==> config.mk <==
export PLATFORM = sky130hd
export DESIGN_NAME = matrix_operand_loader_flat
export DESIGN_NICKNAME = d
export VERILOG_FILES = /design/src/rtl/matrix_operand_loader_if.sv /design/src/rtl/matrix_operand_loader.sv /design/src/flat_wrapper.sv
export SDC_FILE = /design/constraint.sdc
export NUM_CORES = 1
export LEC_CHECK = 0
export CORE_MARGIN = 3
export CORE_UTILIZATION = 25
export CTS_CLUSTER_DIAMETER = 50
export DETAILED_ROUTE_END_ITERATION = 7
export SLEW_MARGIN = 20
export SYNTH_ARGS = -nofsm -noshare
export SYNTH_HDL_FRONTEND = slang
export SYNTH_SLANG_ARGS = --single-unit
==> constraint.sdc <==
create_clock -name clk -period 1.8 [get_ports clk]
set_input_delay 0.36 -clock clk [delete_from_list [all_inputs] [get_ports clk]]
set_output_delay 0.36 -clock clk [all_outputs]
set_load 0.1 [all_outputs]
==> src/rtl/matrix_operand_loader_if.sv <==
// Stream-in / operands-out bundle between the element source, the loader and the matrix adder.
`timescale 1ns/1ps
interface matrix_operand_loader_if #(
  parameter int ELEM_W  = 8,
  parameter int MAX_DIM = 5
);
  localparam int PW = ELEM_W * MAX_DIM * MAX_DIM;

  logic              start;
  logic [1:0]        size_in;
  logic              in_valid;
  logic [ELEM_W-1:0] in_data;
  logic              in_ready;
  logic              out_ready;
  logic              operands_valid;
  logic [PW-1:0]     matrix_A;
  logic [PW-1:0]     matrix_B;
  logic [1:0]        matrix_size;
  logic              busy;
  logic              protocol_err;

  modport master (
    output start, size_in, in_valid, in_data, out_ready,
    input  in_ready, operands_valid, matrix_A, matrix_B, matrix_size, busy, protocol_err
  );
  modport slave (
    input  start, size_in, in_valid, in_data, out_ready,
    output in_ready, operands_valid, matrix_A, matrix_B, matrix_size, busy, protocol_err
  );
endinterface

==> src/rtl/matrix_operand_loader.sv <==
// Assembles operand matrices A then B from a one-element-per-beat stream and holds them for the adder.
`timescale 1ns/1ps
module matrix_operand_loader #(
  parameter int ELEM_W  = 8,
  parameter int MAX_DIM = 5
) (
  input  logic clk,
  input  logic rst_n,
  matrix_operand_loader_if.slave bus
);
  localparam int NE = MAX_DIM * MAX_DIM;

  typedef enum logic [1:0] {IDLE, LOAD_A, LOAD_B, HOLD} state_t;

  state_t                       state;
  logic [4:0]                   count;
  logic [4:0]                   last;
  logic [1:0]                   size_q;
  logic [NE-1:0][ELEM_W-1:0]    mat_a;
  logic [NE-1:0][ELEM_W-1:0]    mat_b;
  logic                         in_ready_q;
  logic                         ovalid_q;
  logic                         busy_q;
  logic                         perr_q;
  logic                         beat;

  // Index of the final element for the latched size: N*N-1.
  always_comb begin
    last = 5'd3;
    case (size_q)
      2'b00: last = 5'd3;
      2'b01: last = 5'd8;
      2'b10: last = 5'd15;
      2'b11: last = 5'd24;
    endcase
  end

  assign beat = bus.in_valid && in_ready_q;

  always_ff @(posedge clk or negedge rst_n) begin
    if (!rst_n) begin
      state      <= IDLE;
      count      <= '0;
      size_q     <= 2'b00;
      mat_a      <= '0;
      mat_b      <= '0;
      in_ready_q <= 1'b0;
      ovalid_q   <= 1'b0;
      busy_q     <= 1'b0;
      perr_q     <= 1'b0;
    end else begin
      perr_q <= bus.start && (state != IDLE);
      case (state)
        IDLE: if (bus.start) begin
          size_q     <= bus.size_in;
          mat_a      <= '0;
          mat_b      <= '0;
          count      <= '0;
          state      <= LOAD_A;
          in_ready_q <= 1'b1;
          busy_q     <= 1'b1;
        end
        LOAD_A: if (beat) begin
          mat_a[count] <= bus.in_data;
          if (count == last) begin
            count <= '0;
            state <= LOAD_B;
          end else begin
            count <= count + 5'd1;
          end
        end
        LOAD_B: if (beat) begin
          mat_b[count] <= bus.in_data;
          if (count == last) begin
            state      <= HOLD;
            in_ready_q <= 1'b0;
            ovalid_q   <= 1'b1;
          end else begin
            count <= count + 5'd1;
          end
        end
        HOLD: if (bus.out_ready) begin
          state    <= IDLE;
          ovalid_q <= 1'b0;
          busy_q   <= 1'b0;
        end
      endcase
    end
  end

  assign bus.in_ready       = in_ready_q;
  assign bus.operands_valid = ovalid_q;
  assign bus.busy           = busy_q;
  assign bus.protocol_err   = perr_q;
  assign bus.matrix_size    = size_q;
  assign bus.matrix_A       = mat_a;
  assign bus.matrix_B       = mat_b;
endmodule

==> src/flat_wrapper.sv <==
// flat-port wrapper written by rule: the top's interface ports become plain ports
module matrix_operand_loader_flat 
#(
  parameter int ELEM_W  = 8,
  parameter int MAX_DIM = 5
)
  (clk, rst_n, bus_start, bus_size_in, bus_in_valid, bus_in_data, bus_out_ready, bus_in_ready, bus_operands_valid, bus_matrix_A, bus_matrix_B, bus_matrix_size, bus_busy, bus_protocol_err);
  matrix_operand_loader_if #(.ELEM_W(ELEM_W), .MAX_DIM(MAX_DIM)) bus_i ();
  input  logic clk;
  input  logic rst_n;
  input wire logic [$bits(bus_i.start)-1:0] bus_start;
  input wire logic [$bits(bus_i.size_in)-1:0] bus_size_in;
  input wire logic [$bits(bus_i.in_valid)-1:0] bus_in_valid;
  input wire logic [$bits(bus_i.in_data)-1:0] bus_in_data;
  input wire logic [$bits(bus_i.out_ready)-1:0] bus_out_ready;
  output wire logic [$bits(bus_i.in_ready)-1:0] bus_in_ready;
  output wire logic [$bits(bus_i.operands_valid)-1:0] bus_operands_valid;
  output wire logic [$bits(bus_i.matrix_A)-1:0] bus_matrix_A;
  output wire logic [$bits(bus_i.matrix_B)-1:0] bus_matrix_B;
  output wire logic [$bits(bus_i.matrix_size)-1:0] bus_matrix_size;
  output wire logic [$bits(bus_i.busy)-1:0] bus_busy;
  output wire logic [$bits(bus_i.protocol_err)-1:0] bus_protocol_err;
  assign bus_i.start = bus_start;
  assign bus_i.size_in = bus_size_in;
  assign bus_i.in_valid = bus_in_valid;
  assign bus_i.in_data = bus_in_data;
  assign bus_i.out_ready = bus_out_ready;
  assign bus_in_ready = bus_i.in_ready;
  assign bus_operands_valid = bus_i.operands_valid;
  assign bus_matrix_A = bus_i.matrix_A;
  assign bus_matrix_B = bus_i.matrix_B;
  assign bus_matrix_size = bus_i.matrix_size;
  assign bus_busy = bus_i.busy;
  assign bus_protocol_err = bus_i.protocol_err;
  matrix_operand_loader #(.ELEM_W(ELEM_W), .MAX_DIM(MAX_DIM)) u_core (.clk(clk), .rst_n(rst_n), .bus(bus_i));
endmodule
==> results.rst, run 1 <==
.. list-table::
   :header-rows: 1

   * - Metric
     - Value
   * - Fraction of final layout cells sized beyond drive strength 1
     - 0.434
   * - Area delta synth->final
     - 87.6%
   * - Final cell count without fillers
     - 2,907
   * - Leakage
     - 0.0135 µW
   * - Slowest Stage Delay on Critical Path
     - 0.42 ns
   * - Setup TNS
     - -77.09 ns
   * - Share of synthesized cell area in and, or, nand and nor gates
     - 0.0992
   * - I/O Pins
     - 421
   * - Clock slew seen by the registers of the worst setup and hold paths
     - 0.06 ns
   * - Final-report hold violation count
     - 0
   * - Endpoint class of the critical path
     - flip-flop
   * - Average size of a mapped cell
     - 11.6 µm²
   * - H-tree depth reported by CTS
     - 2
   * - Net Count, Synth
     - 1,420
   * - Core region area
     - 63,500 µm²
   * - Switching power total
     - 4410 µW
   * - Die outline area
     - 67,800 µm²
   * - Proportion of synthesized area in mux cells
     - 0.00271
   * - Worst hold-check path type
     - in -> async
   * - Element type at the critical path start
     - flip-flop
   * - Main synth FF type
     - sky130_fd_sc_hd__dfrtp_1
   * - Slew HR
     - 0.601
   * - Largest net degree at the start of global routing
     - 63
   * - Routability congestion estimate from global placement
     - 0.820
   * - Final period utilization
     - 1.15
   * - Setup ws final
     - -0.268 ns
   * - Buffers from clock root to sink, at most
     - 3
   * - Worst r2r src
     - u_core.state[1]$_DFFE_PN0P_
   * - Total power
     - 20,000 µW
   * - Port bufs
     - 420
   * - Cell Chain, Critical Path
     - inv_4, ha_4, nor2b_4, buf_6, nor3b_4, buf_6, and2_4, buf_12, a22o_1
   * - Worst setup slack for register-to-register paths
     - -0.27 ns
   * - Row Count
     - 92
   * - Library cells used by synthesis
     - 48
   * - Number of antenna violations at the first check in global routing
     - 1
   * - Final count of pins violating max slew
     - 0
   * - Post-synthesis sequential area ratio
     - 0.638
   * - Type of the worst setup path
     - reg -> reg
   * - Number of enable flip-flop cells after synthesis
     - 0
   * - Run status
     - complete, but fails checks
   * - Library cell used as clock root buffer
     - sky130_fd_sc_hd__clkbuf_16
   * - Cell at the slowest stage of the critical path
     - sky130_fd_sc_hd__dfrtp_2
   * - Clock tree from TritonCTS
     - built
   * - Xor-xnor portion of the synthesized cell area
     - 0.000541
   * - Data arrival, critical path
     - 2.57 ns
   * - Switching share of total power
     - 0.221
   * - Violated checks
     - negative setup slack
   * - Residual overflow from global routing
     - 0
   * - Post-DP HPWL
     - 49,600 µm
   * - Share of the synthesized area in compound gates (AO/OA/AOI/OAI)
     - 0.227
   * - Maximum fanout along the worst path
     - 7
   * - Part of the power in combinational logic
     - 0.019
   * - Post-layout net count
     - 2,046
   * - Worst path most repeated cell
     - sky130_fd_sc_hd__buf_6
   * - Residual DRC
     - 0
   * - Starting density of the core
     - 0.255
   * - Height of the chip
     - 260 µm
   * - Power share of the sequential group
     - 0.465
   * - Depth of the worst register-to-register path
     - 9
   * - Top cell family by delay on the critical path
     - simple AND/OR/NAND/NOR gates
   * - Async SR Flop Fraction
     - 1.00
   * - DP Area
     - 26,900 µm²
   * - Vias after detailed routing
     - 14,400
   * - Combined buffer and inverter count along the critical path
     - 4
   * - Total length of routed wires
     - 73,200 µm
   * - Die outline width
     - 260 µm
   * - Fill cell total of the finished layout
     - 5,483
   * - Worst clock skew
     - 0.0319 ns
   * - Post-synthesis instance total
     - 1,396
   * - Power share of the clock group
     - 0.516
   * - Reg2reg end
     - u_core.bus.matrix_B[77]$_DFFE_PN0P_
   * - Avg Vias per Cell
     - 4.95
   * - Slew @ Worst Pin
     - 0.598 ns
   * - Number of nets with antenna violations after routing
     - 0
   * - Final period demand of the worst path
     - 2.07 ns
   * - Number of DRC violations after detailed-routing iteration 0
     - 925
   * - Vias in the first global route
     - 14,900
   * - Final instance area
     - 30,400 µm²
   * - Adder and majority cell fraction of the synthesized area
     - 0.00696
   * - Finish-stage setup viols
     - 408
   * - RSZ-0062 raised after global routing
     - yes
   * - WL per Instance
     - 25.2 µm
   * - CTS buffer count
     - 50
   * - Design internal power
     - 15,600 µW
   * - Peak supply drop
     - 0.632 mV
   * - Critical Path RT
     - 2.30 ns
   * - Highest achievable clock rate
     - 0.484 GHz
   * - Number of warnings printed during yosys synthesis
     - 0
   * - Post-route core utilization
     - 0.478
   * - Ant. Diodes
     - 0
   * - Gr usage total
     - 0.207
   * - Max-Cap Viols
     - 0
   * - Placed insts
     - 2,762
   * - First-pass GRT wire length
     - 103,000 µm
   * - Clk_lat worst skew
     - 0.58 ns
   * - Synthesized area
     - 16,200 µm²
   * - DRT Pass-1 Iters
     - 5
   * - Power per cell area
     - 658 nW/µm²
   * - Clock Sink Count
     - 413
   * - Number of register bits inferred by synthesis
     - 413
   * - Largest family of logic cells by synthesized area
     - compound AO/OA/AOI/OAI gates
[registers in the layout (all words and copies together), names as in the netlist]
| name | flops |
|---|---|
| u_core.bus.busy | 1 |
| u_core.bus.in_ready | 1 |
| u_core.bus.matrix_A | 200 |
| u_core.bus.matrix_B | 200 |
| u_core.bus.matrix_size | 2 |
| u_core.bus.operands_valid | 1 |
| u_core.bus.protocol_err | 1 |
| u_core.count | 5 |
| u_core.state | 2 |
[cell usage in the layout, fill, tap and decap left out, types with 10 or more instances in the layout]
cell type,Yosys,final
sky130_fd_sc_hd__a21o_4,0,16
sky130_fd_sc_hd__a21oi_4,0,19
sky130_fd_sc_hd__a22o_1,180,180
sky130_fd_sc_hd__a22oi_1,72,24
sky130_fd_sc_hd__a22oi_2,0,48
sky130_fd_sc_hd__buf_12,0,441
sky130_fd_sc_hd__buf_16,0,14
sky130_fd_sc_hd__buf_4,7,144
sky130_fd_sc_hd__buf_6,3,24
sky130_fd_sc_hd__clkbuf_16,0,60
sky130_fd_sc_hd__clkdlybuf4s50_1,0,13
sky130_fd_sc_hd__dfrtp_1,413,409
sky130_fd_sc_hd__nand2_1,255,242
sky130_fd_sc_hd__nand2_2,1,12
sky130_fd_sc_hd__nor2_1,22,17
sky130_fd_sc_hd__nor2_4,7,10
sky130_fd_sc_hd__o21ai_0,221,96
sky130_fd_sc_hd__o21ai_1,7,127
[power groups by stage]
stage / clock, µW / sequential [µW] / combinational, µW
4_1_cts: 10500 / 9290 / 383
6_report: 10300 / 9290 / 378
3_5_place_dp: 0 / 9460 / 375
3_3_place_gp: 0 / 9460 / 366
2_1_floorplan: 0 / 9470 / 23.7
5_1_grt: 11000 / 9280 / 419
[final cells by class]
class,count,area [µm²],area share
inverter,9,38.8,0.00128
clock inverter,24,277,0.00910
multi-input combinational,898,6230,0.205
timing repair buffer,650,11000,0.362
tap,846,1060,0.0348
sequential,413,10300,0.340
clock buffer,67,1430,0.0470
[cell usage after synthesis (2+ instances only)]
cell type | n | share of area
sky130_fd_sc_hd__mux2_2 | 3 | 0.0021
sky130_fd_sc_hd__nand3_2 | 7 | 0.0043
sky130_fd_sc_hd__nand3_1 | 8 | 0.0025
sky130_fd_sc_hd__a21oi_2 | 13 | 0.0070
sky130_fd_sc_hd__a22oi_1 | 72 | 0.033
sky130_fd_sc_hd__nor2_1 | 22 | 0.0051
sky130_fd_sc_hd__clkbuf_1 | 33 | 0.0077
sky130_fd_sc_hd__nor2_4 | 7 | 0.0049
sky130_fd_sc_hd__dfrtp_1 | 413 | 0.64
sky130_fd_sc_hd__buf_2 | 33 | 0.010
sky130_fd_sc_hd__buf_6 | 3 | 0.0021
sky130_fd_sc_hd__nor3_2 | 9 | 0.0056
sky130_fd_sc_hd__buf_4 | 7 | 0.0032
sky130_fd_sc_hd__a21oi_1 | 15 | 0.0046
sky130_fd_sc_hd__nor3b_2 | 2 | 0.0015
sky130_fd_sc_hd__nand2_1 | 255 | 0.059
sky130_fd_sc_hd__nor2b_1 | 6 | 0.0023
sky130_fd_sc_hd__a21o_1 | 19 | 0.0088
sky130_fd_sc_hd__o21ai_1 | 7 | 0.0022
sky130_fd_sc_hd__a211o_1 | 2 | 0.0011
sky130_fd_sc_hd__nor2_2 | 4 | 0.0015
sky130_fd_sc_hd__o21ai_0 | 221 | 0.068
sky130_fd_sc_hd__a22o_1 | 180 | 0.097
sky130_fd_sc_hd__inv_1 | 9 | 0.0021
sky130_fd_sc_hd__and2_1 | 7 | 0.0027
sky130_fd_sc_hd__and2b_1 | 2 | 0.00093
sky130_fd_sc_hd__nand2b_1 | 8 | 0.0031
sky130_fd_sc_hd__ha_1 | 9 | 0.0070
[cell families after synthesis]
family	count (synthesis)
xor gates and xnor gates	1
muxes	4
adders and majority gates	9
AOI/OAI and AO/OA	536
buffers and inverters	85
and+or+nand+nor	348
DFF	413
[timing repair]
item,4_1_cts,5_1_grt
hold buffers,1,0
buffers inserted,30,4
cloned,14,10
endpoints found under the hold margin,31,0
pin swaps,45,56
endpoints found under the setup margin,408,410
gates resized for setup,210,95
[how the worst max path moves through the flow]
stage / startpoint / end / slack [ns] / cells after the start
after global placement: bus_start / u_core.bus.matrix_B[23]$_DFFE_PN0P_ / -0.47 / 10
after detailed placement: bus_start / u_core.bus.matrix_B[111]$_DFFE_PN0P_ / -0.47 / 8
after floorplan: u_core.state[1]$_DFFE_PN0P_ / u_core.count[3]$_DFFE_PN0P_ / -0.1 / 7
final: u_core.state[1]$_DFFE_PN0P_ / u_core.bus.matrix_B[77]$_DFFE_PN0P_ / -0.27 / 9
after global routing: u_core.state[1]$_DFFE_PN0P_ / u_core.bus.matrix_B[109]$_DFFE_PN0P_ / -0.35 / 11
after CTS: u_core.state[1]$_DFFE_PN0P_ / u_core.bus.matrix_A[151]$_DFFE_PN0P_ / -0.26 / 9
[per-layer routing]
| layer | wire length [µm] | global-route usage |
|---|---|---|
| met5 | 0 | 0 |
| met2 | 36500 | 0.355 |
| met4 | 2140 | 0.0613 |
| met1 | 29500 | 0.257 |
| met3 | 5010 | 0.0520 |
[per-stage QoR]
step           hold WS [ns]  worst slack [ns]
6_report              0.369            -0.268
5_1_grt               0.372            -0.347
4_1_cts               0.354            -0.264
3_5_place_dp          0.383            -0.466
3_3_place_gp          0.380            -0.466
2_1_floorplan        0.0644           -0.0968
Note: power is estimated with default switching activity, not from simulation.
==> run 2, diff against run 1 <==
--- a/config.mk
+++ b/config.mk
@@ -6,7 +6,7 @@
 export NUM_CORES = 1
 export LEC_CHECK = 0
 export CORE_MARGIN = 3
-export CORE_UTILIZATION = 25
+export CORE_UTILIZATION = 35
 export CTS_CLUSTER_DIAMETER = 50
 export DETAILED_ROUTE_END_ITERATION = 7
 export SLEW_MARGIN = 20
==> run 2 against run 1 <==
Net effect: the flow still finishes with violations (negative setup slack); core utilization up 19 points; critical path depth unchanged; sequential power hardly changed; worst setup slack improved by 0.050 ns; combinational power down 1%; clock skew is 0.0096 ns lower; hold slack got worse by 0.080 ns; critical path type unchanged; largest power group unchanged.
==> results.rst, run 2 (synthesis gave the netlist of run 1 again) <==
.. list-table::
   :header-rows: 1

   * - Metric
     - Value
   * - Run status
     - complete, but fails checks
   * - Violated checks
     - negative setup slack
   * - Number of antenna violations at the first check in global routing
     - 5
   * - Max-Cap Viols
     - 0
   * - Worst clock skew
     - 0.0222 ns
   * - Area delta synth->final
     - 87.8%
   * - Clock tree from TritonCTS
     - built
   * - Critical Path RT
     - 2.30 ns
   * - Part of the power in combinational logic
     - 0.019
   * - Highest achievable clock rate
     - 0.496 GHz
   * - Gr usage total
     - 0.256
   * - Starting density of the core
     - 0.355
   * - Final period utilization
     - 1.12
   * - First-pass GRT wire length
     - 95,700 µm
   * - Number of nets with antenna violations after routing
     - 0
   * - Maximum fanout along the worst path
     - 8
   * - Library cell used as clock root buffer
     - sky130_fd_sc_hd__clkbuf_16
   * - Die outline width
     - 221 µm
   * - Height of the chip
     - 221 µm
   * - Clock Sink Count
     - 413
   * - Worst hold-check path type
     - in -> async
   * - Element type at the critical path start
     - flip-flop
   * - CTS buffer count
     - 49
   * - Die outline area
     - 48,900 µm²
   * - Peak supply drop
     - 0.525 mV
   * - Fill cell total of the finished layout
     - 3,174
   * - Row Count
     - 78
   * - Slew @ Worst Pin
     - 0.642 ns
   * - Data arrival, critical path
     - 2.52 ns
   * - Design internal power
     - 15,400 µW
   * - Switching power total
     - 4420 µW
   * - Number of DRC violations after detailed-routing iteration 0
     - 1,219
   * - Power share of the clock group
     - 0.514
   * - Final count of pins violating max slew
     - 0
   * - Clock slew seen by the registers of the worst setup and hold paths
     - 0.06 ns
   * - WL per Instance
     - 25.5 µm
   * - Post-DP HPWL
     - 45,400 µm
   * - RSZ-0062 raised after global routing
     - yes
   * - Power per cell area
     - 653 nW/µm²
   * - Fraction of final layout cells sized beyond drive strength 1
     - 0.486
   * - Finish-stage setup viols
     - 407
   * - Endpoint class of the critical path
     - flip-flop
   * - Routability congestion estimate from global placement
     - 0.821
   * - Post-route core utilization
     - 0.667
   * - I/O Pins
     - 421
   * - Worst slack, placed
     - -0.464 ns
   * - Vias in the first global route
     - 14,600
   * - Avg Vias per Cell
     - 5.47
   * - Residual overflow from global routing
     - 0
   * - Ant. Diodes
     - 0
   * - Setup ws final
     - -0.218 ns
   * - Clk_lat worst skew
     - 0.60 ns
   * - DRT Pass-1 Iters
     - 5
   * - Largest net degree at the start of global routing
     - 80
   * - Slew HR
     - 0.570
   * - Core region area
     - 45,600 µm²
   * - Post-layout net count
     - 2,046
   * - Port bufs
     - 420
   * - Buffers from clock root to sink, at most
     - 3
   * - Switching share of total power
     - 0.223
   * - Leakage
     - 0.0136 µW
   * - Type of the worst setup path
     - reg -> reg
   * - Total length of routed wires
     - 68,000 µm
   * - Final period demand of the worst path
     - 2.02 ns
   * - H-tree depth reported by CTS
     - 2
   * - Worst hold slack across all endpoints
     - 0.289 ns
   * - Final-report hold violation count
     - 0
   * - Most common cell after layout, fill and taps aside
     - sky130_fd_sc_hd__buf_12
   * - Power share of the sequential group
     - 0.468
   * - Vias after detailed routing
     - 14,600
   * - Commonest non-fill, non-tap cells in the layout
     - sky130_fd_sc_hd__buf_12 (448), sky130_fd_sc_hd__dfrtp_1 (409), sky130_fd_sc_hd__a22o_1 (180)
   * - Residual DRC
     - 0
[run 2: worst max-delay path, cell delays in order, from the launching register on]
cell and delay [ns]:
sky130_fd_sc_hd__dfrtp_1 0.40, sky130_fd_sc_hd__inv_2 0.10, sky130_fd_sc_hd__buf_6 0.11, sky130_fd_sc_hd__ha_4 0.17, sky130_fd_sc_hd__nor2_2 0.07, sky130_fd_sc_hd__a211o_4 0.41
sky130_fd_sc_hd__buf_12 0.18, sky130_fd_sc_hd__nor2_4 0.25, sky130_fd_sc_hd__a22oi_2 0.08, sky130_fd_sc_hd__o21ai_1 0.16
[run 2: layout make-up]
type | instances | area (µm²) | area share
clock buffer | 68 | 1430 | 0.0470
timing repair buffer | 650 | 11000 | 0.362
tap | 600 | 751 | 0.0247
clock inverter | 24 | 254 | 0.00835
multi-input combinational | 899 | 6590 | 0.217
sequential | 413 | 10300 | 0.340
inverter | 9 | 33.8 | 0.00111
[run 2: per-stage QoR]
step / area, µm² / instances / TNS [ns] / total power, µW
after floorplan: 16200 / 1396 / -14.78 / 9490
after global placement: 26600 / 2517 / -139.28 / 9820
after detailed placement: 26600 / 2517 / -152.58 / 9830
after CTS: 29100 / 2633 / -53.01 / 20000
after global routing: 30400 / 2663 / -91.75 / 20400
final: 30400 / 2663 / -57.81 / 19900
[run 2: final timing paths]
kind                                                     start                                     to  slack, ns  depth (start not counted)
max in group asynchronous                                rst_n   u_core.bus.matrix_A[181]$_DFFE_PN0P_       0.71                          3
min in group clk                                bus_size_in[0]  u_core.bus.matrix_size[0]$_DFFE_PN0P_       0.39                          2
hold reg to reg            u_core.bus.matrix_B[15]$_DFFE_PN0P_    u_core.bus.matrix_B[15]$_DFFE_PN0P_       0.55                          2
hold / removal                                           rst_n    u_core.bus.matrix_B[89]$_DFFE_PN0P_       0.29                          2
setup reg to reg                   u_core.state[1]$_DFFE_PN0P_   u_core.bus.matrix_A[181]$_DFFE_PN0P_      -0.22                          9
setup / recovery                   u_core.state[1]$_DFFE_PN0P_   u_core.bus.matrix_A[181]$_DFFE_PN0P_      -0.22                          9
[run 2: power groups by stage]
| stage | registers, µW | clock network [µW] | logic, µW |
|---|---|---|---|
| floorplan | 9470 | 0 | 23.7 |
| global placement | 9460 | 0 | 366 |
| detailed placement | 9460 | 0 | 374 |
| CTS | 9290 | 10300 | 376 |
| global route | 9280 | 10800 | 412 |
| finish | 9290 | 10200 | 373 |
[run 2: what timing repair did]
item / in CTS / in global routing
resized for setup: 159 / 363
setup endpoints to repair: 408 / 410
buffers inserted: 16 / 20
hold endpoints to repair: 34 / 0
pin swaps: 41 / 178
hold buffers: 1 / 0
cloned: 8 / 20
[run 2: layer usage]
layer  global-route usage  routed length (µm)  part of all wire
met5                    0                  62           0.00091
met4                0.104                3180             0.047
met2                0.414               32600              0.48
met1                0.328               27100              0.40
met3               0.0708                4960             0.073
